$ cat src/rtl/spi_main.sv
// spi_main: SPI master for the 128-bit AES front-end subordinate.
// Full-duplex, MSB first, one word per cs-low frame, sclk idles low.
// sdi is launched on sclk rising edges; sdo is captured as sclk falls.
// Optional build macro SPI_CS_GAP_EN: hold cs high for CS_GAP extra cycles
// after every frame (GAP state) so the subordinate can re-arm its counters.
module spi_main #(
   parameter int DATA_WIDTH = 128,
   parameter int CLK_DIV    = 2,
   parameter int CS_GAP     = 4
) (
   input  logic                  clk,
   input  logic                  rst,
   input  logic                  start,
   input  logic [DATA_WIDTH-1:0] tx_data,
   output logic [DATA_WIDTH-1:0] rx_data,
   output logic                  busy,
   output logic                  done,
   output logic                  cs,
   output logic                  sclk,
   output logic                  sdi,
   input  logic                  sdo
);

   localparam int DIV_W = (CLK_DIV > 1) ? $clog2(CLK_DIV) : 1;
   localparam int BIT_W = $clog2(DATA_WIDTH) + 1;
   localparam logic [DIV_W-1:0] DIV_LAST = DIV_W'(CLK_DIV - 1);
   localparam logic [BIT_W-1:0] BIT_LAST = BIT_W'(DATA_WIDTH - 1);

   // Reject parameter sets the frame timing cannot honour.
   if ((CLK_DIV < 1) || (CS_GAP < 1) || (DATA_WIDTH < 2)) begin : g_param_check
      $error("spi_main: CLK_DIV and CS_GAP must be >= 1, DATA_WIDTH >= 2");
   end

   typedef enum logic [2:0] {
      ST_IDLE,
      ST_SETUP,
      ST_HIGH,
      ST_LOW,
      ST_FINISH
`ifdef SPI_CS_GAP_EN
      , ST_GAP
`endif
   } state_t;

   state_t                state_q;
   logic [DIV_W-1:0]      div_cnt_q;
   logic [BIT_W-1:0]      bit_cnt_q;
   logic [DATA_WIDTH-1:0] tx_sh_q;
   logic [DATA_WIDTH-1:0] rx_sh_q;
   logic [DATA_WIDTH-1:0] rx_data_q;
   logic                  busy_q;
   logic                  done_q;
   logic                  cs_q;
   logic                  sclk_q;
   logic                  sdi_q;
`ifdef SPI_CS_GAP_EN
   localparam int GAP_W = (CS_GAP > 1) ? $clog2(CS_GAP) : 1;
   localparam logic [GAP_W-1:0] GAP_LAST = GAP_W'(CS_GAP - 1);
   logic [GAP_W-1:0]      gap_cnt_q;
`endif

   logic div_end;
   logic in_timed_state;

   assign div_end        = (div_cnt_q == DIV_LAST);
   assign in_timed_state = (state_q == ST_SETUP) || (state_q == ST_HIGH) ||
                           (state_q == ST_LOW)   || (state_q == ST_FINISH);

   assign rx_data = rx_data_q;
   assign busy    = busy_q;
   assign done    = done_q;
   assign cs      = cs_q;
   assign sclk    = sclk_q;
   assign sdi     = sdi_q;

   // Frame sequencer: phase timing, serial shifting and all registered outputs.
   always_ff @(posedge clk or posedge rst) begin
      if (rst) begin
         state_q   <= ST_IDLE;
         div_cnt_q <= '0;
         bit_cnt_q <= '0;
         tx_sh_q   <= '0;
         rx_sh_q   <= '0;
         rx_data_q <= '0;
         busy_q    <= 1'b0;
         done_q    <= 1'b0;
         cs_q      <= 1'b1;
         sclk_q    <= 1'b0;
         sdi_q     <= 1'b0;
`ifdef SPI_CS_GAP_EN
         gap_cnt_q <= '0;
`endif
      end else begin
         done_q <= 1'b0;

         // Every sclk half-period lasts CLK_DIV clk cycles.
         if (in_timed_state) begin
            div_cnt_q <= div_end ? '0 : div_cnt_q + 1'b1;
         end

         case (state_q)
            ST_IDLE: begin
               if (start) begin
                  tx_sh_q   <= tx_data;
                  sdi_q     <= tx_data[DATA_WIDTH-1];
                  cs_q      <= 1'b0;
                  bit_cnt_q <= '0;
                  div_cnt_q <= '0;
                  busy_q    <= 1'b1;
                  state_q   <= ST_SETUP;
               end
            end
            ST_SETUP: begin
               if (div_end) begin
                  sclk_q  <= 1'b1;
                  state_q <= ST_HIGH;
               end
            end
            ST_HIGH: begin
               if (div_end) begin
                  sclk_q    <= 1'b0;
                  rx_sh_q   <= {rx_sh_q[DATA_WIDTH-2:0], sdo};
                  bit_cnt_q <= bit_cnt_q + 1'b1;
                  state_q   <= (bit_cnt_q == BIT_LAST) ? ST_FINISH : ST_LOW;
               end
            end
            ST_LOW: begin
               // sdi moves only together with the rising sclk edge.
               if (div_end) begin
                  sclk_q  <= 1'b1;
                  sdi_q   <= tx_sh_q[DATA_WIDTH-2];
                  tx_sh_q <= {tx_sh_q[DATA_WIDTH-2:0], 1'b0};
                  state_q <= ST_HIGH;
               end
            end
            ST_FINISH: begin
               if (div_end) begin
                  cs_q      <= 1'b1;
                  rx_data_q <= rx_sh_q;
                  done_q    <= 1'b1;
`ifdef SPI_CS_GAP_EN
                  gap_cnt_q <= '0;
                  state_q   <= ST_GAP;
`else
                  busy_q    <= 1'b0;
                  state_q   <= ST_IDLE;
`endif
               end
            end
`ifdef SPI_CS_GAP_EN
            ST_GAP: begin
               if (gap_cnt_q == GAP_LAST) begin
                  gap_cnt_q <= '0;
                  busy_q    <= 1'b0;
                  state_q   <= ST_IDLE;
               end else begin
                  gap_cnt_q <= gap_cnt_q + 1'b1;
               end
            end
`endif
            default: begin
               state_q <= ST_IDLE;
            end
         endcase
      end
   end

endmodule

$ cat config.mk
export PLATFORM = sky130hd
export DESIGN_NAME = spi_main
export DESIGN_NICKNAME = d
export VERILOG_FILES = /design/src/rtl/spi_main.sv
export SDC_FILE = /design/constraint.sdc
export NUM_CORES = 1
export LEC_CHECK = 0
export ABC_AREA = 1
export CORE_MARGIN = 1
export CORE_UTILIZATION = 30
export CTS_CLUSTER_DIAMETER = 100
export CTS_CLUSTER_SIZE = 10
export DETAILED_ROUTE_END_ITERATION = 8
export HOLD_SLACK_MARGIN = 0.15
export PLACE_DENSITY = 0.58
export SYNTH_ARGS = -nofsm -noshare
export SYNTH_HDL_FRONTEND = slang
export SYNTH_SLANG_ARGS = --single-unit
$ cat constraint.sdc
create_clock -name clk -period 42.8 [get_ports clk]
set_input_delay 12.84 -clock clk [delete_from_list [all_inputs] [get_ports clk]]
set_output_delay 12.84 -clock clk [all_outputs]
set_load 0.005 [all_outputs]
==> flow_summary.yaml <==
outcome:
  status: "finished clean"
global_routing:
  grt_first_pass_wirelength_mm: 63.6
  grt_max_degree: 138
  track_usage: 0.137
  grt_pass1_vias: 12387
  grt_remaining_overflow: 0
  antenna_found_initial: 1
clock_tree:
  holdBufCountCts: 0
  post_cts_buffers: 0
  cts.sink_count: 400
  cts-resized-gates: 0
  root_buffer: "clkbuf_16"
  clock_latency_ps: 560
  cts_tree: "done"
  htreeDepth: 2
  cts_buffers: 46
  clk_transition_reported_paths_ps: 50
  clock_path_buffers: 3
logic_synthesis:
  synth_cells: 1896
  synth_top_cell_by_area: "dfrtp_1"
  yosys_warnings: 0
  synthTopCellsByCount: "nand2_1 (566), o21ai_0 (405), dfrtp_1 (399)"
  ys_types: 23
  dominantRegCellSynth: "dfrtp_1"
  syn_nets: 2029
  yosysSeqAreaShare: 0.607
  synth-seq-cells: 400
  synth.top_cell.area_share: 0.606
  syn_area_per_cell_um2: 8.70
  synthArstFlopShare: 1.00
  netlist_area_um2: 16500
  synth_area_leaders: "dfrtp_1 (61%), nand2_1 (13%), o21ai_0 (12%), inv_1 (6.1%), o21ai_1 (3.2%)"
  synth_edf_count: 0
  yosysMostFrequentCell: "nand2_1"
sta:
  setup_viol: 0
  rsz0062_at_grt: "false"
  setup_tns_ps: 0
  tightest_slew_ps: 1060
  holdWs_ps: 472
  post-route-min-period_ps: 16060
  slew_violations: 0
  fin_worst_skew_ps: 17.4
  hold_viol: 0
  fin_crit_sh: 0.375
  slew_headroom: 0.294
  max_freq_mhz: 62.3
setup_path:
  max_stage_delay_ps: 850
  cpMostUsedCell: "buf_4"
  worstPathArrival_ps: 16610
  required_ps: 43360
  cp.buffers_inverters: 5
  start_kind: "input port"
  critPathMaxFanout: 124
  critical_path.slowest_cell: "buf_4"
  critPathKind: "in -> async"
  crit_path_end_kind: "asynchronous set/reset pin"
  cp_cell_sequence: "clkdlybuf4s50_1 -> inv_8 -> buf_4 -> buf_4 -> buf_4"
  crit_family: "buffers and inverters"
routing:
  drt_iter0_drc: 788
  wl_per_cell_um: 13.4
  dr.pass1.iters: 5
  drc: 0
  wl_mm: 37.6
  vias: 12443
  detail-route-antenna-nets: 0
  vias_per_cell: 4.42
placement:
  routabilityCongestion: 0.765
  dp_hpwl_mm: 23.9
  placed_cells: 2754
  place.port_buffers: 264
flow_run:
  maxCapViolCount: 0
layout:
  nets: 2239
  drive_gt1_frac: 0.0340
  filler_cell_count: 5364
  syn_to_final_growth_pct: 26.1
  layout.cells.non_filler: 2813
power:
  vdd_ir_drop_max_mv: 0.0314
  power_density_nw_per_um2: 49.2
  p_leak_nw: 9.29
floorplan:
  die_w_um: 236
  core_um2: 54000
  rows: 85
  ios: 265
  dieArea_um2: 55900
  start_util: 0.305
  die_h_um: 236
hold_path:
  hp-class: "reg -> reg"
power breakdown:
group / switching [W] / leakage (nW) / internal [W]
logic: 0.000149 / 3.33 / 0.0000702
clock network: 0.000148 / 0.600 / 0.000192
registers: 0.0000205 / 5.36 / 0.000443
routing by layer:
layer  track usage  part of all wire
met1         0.189              0.47
met4        0.0370             0.020
met3        0.0535             0.086
met5             0                 0
met2         0.201              0.43
layout make-up:
type,count,area [µm²],share of cell area
flip-flops and latches,400,10000,0.482
multi-input cells,1113,4930,0.237
repair buffers,274,2720,0.131
clock buffers,53,1180,0.0566
inverters,271,1030,0.0495
well taps,696,871,0.0419
clock inverters,5,47.5,0.00229
diodes,1,2.50,0.000120
cells by family (layout without fill, tap and decap cells):
| logic type | after synthesis | after routing | share of synthesized area |
|---|---|---|---|
| AO/OA/AOI/OAI | 513 | 513 | 0.156 |
| adder cells (fa/ha/maj) | 1 | 1 | 0.000759 |
| buffers and inverters | 383 | 603 | 0.0958 |
| flip-flops | 400 | 400 | 0.607 |
| other | 0 | 1 | 0 |
| AND/OR/NAND/NOR | 599 | 599 | 0.140 |
metrics by stage:
step                      area [µm²]  utilization  setup WS (ps)  total power (W)
after global routing           20800        0.385          26050          0.00110
final                          20800        0.385          26740          0.00102
after floorplan                16500            -          18840         0.000645
after CTS                      20800        0.385          26470          0.00104
after detailed placement       19600        0.362          25850         0.000692
after global placement         19600        0.362          25920         0.000684
tightest hold or removal path: stages (launching register included):
cell	delay, ps
dfrtp_1	340
nand2_1	50
nand2_1	50
worst paths after layout:
kind,from,to,slack [ps],cells after the start
max in group clk,start,tx_sh_q[79],27460,6
worst min-delay path,rx_sh_q[127],rx_data[127],470,2
worst min register to register,rx_sh_q[127],rx_data[127],470,2
worst max register to register,state_q[1],tx_sh_q[79],39490,6
worst max-delay path,rst,rx_sh_q[0],26740,5
min in group asynchronous,rst,rx_data[105],12820,2
placed cells by master, fill, tap and decap left out, drive strengths merged:
cell type      count
o21ai            509
dfstp              1
inv              274
buf               10
ha                 1
dfrtp            399
nand4              3
nand2            568
nor2              10
clkinv             2
nand3             17
clkbuf            53
clkdlybuf4s50    264
o22ai              1
diode              1
a21oi              3
nor3               1
sequential cells by signal, summed over array words and instances, names as in the netlist:
name / flops
bit_cnt_q: 8
busy: 1
cs: 1
div_cnt_q: 1
done: 1
rx_data: 128
rx_sh_q: 128
sclk: 1
sdi: 1
state_q: 3
tx_sh_q: 127
No activity file was read; power rests on OpenSTA's default activity.
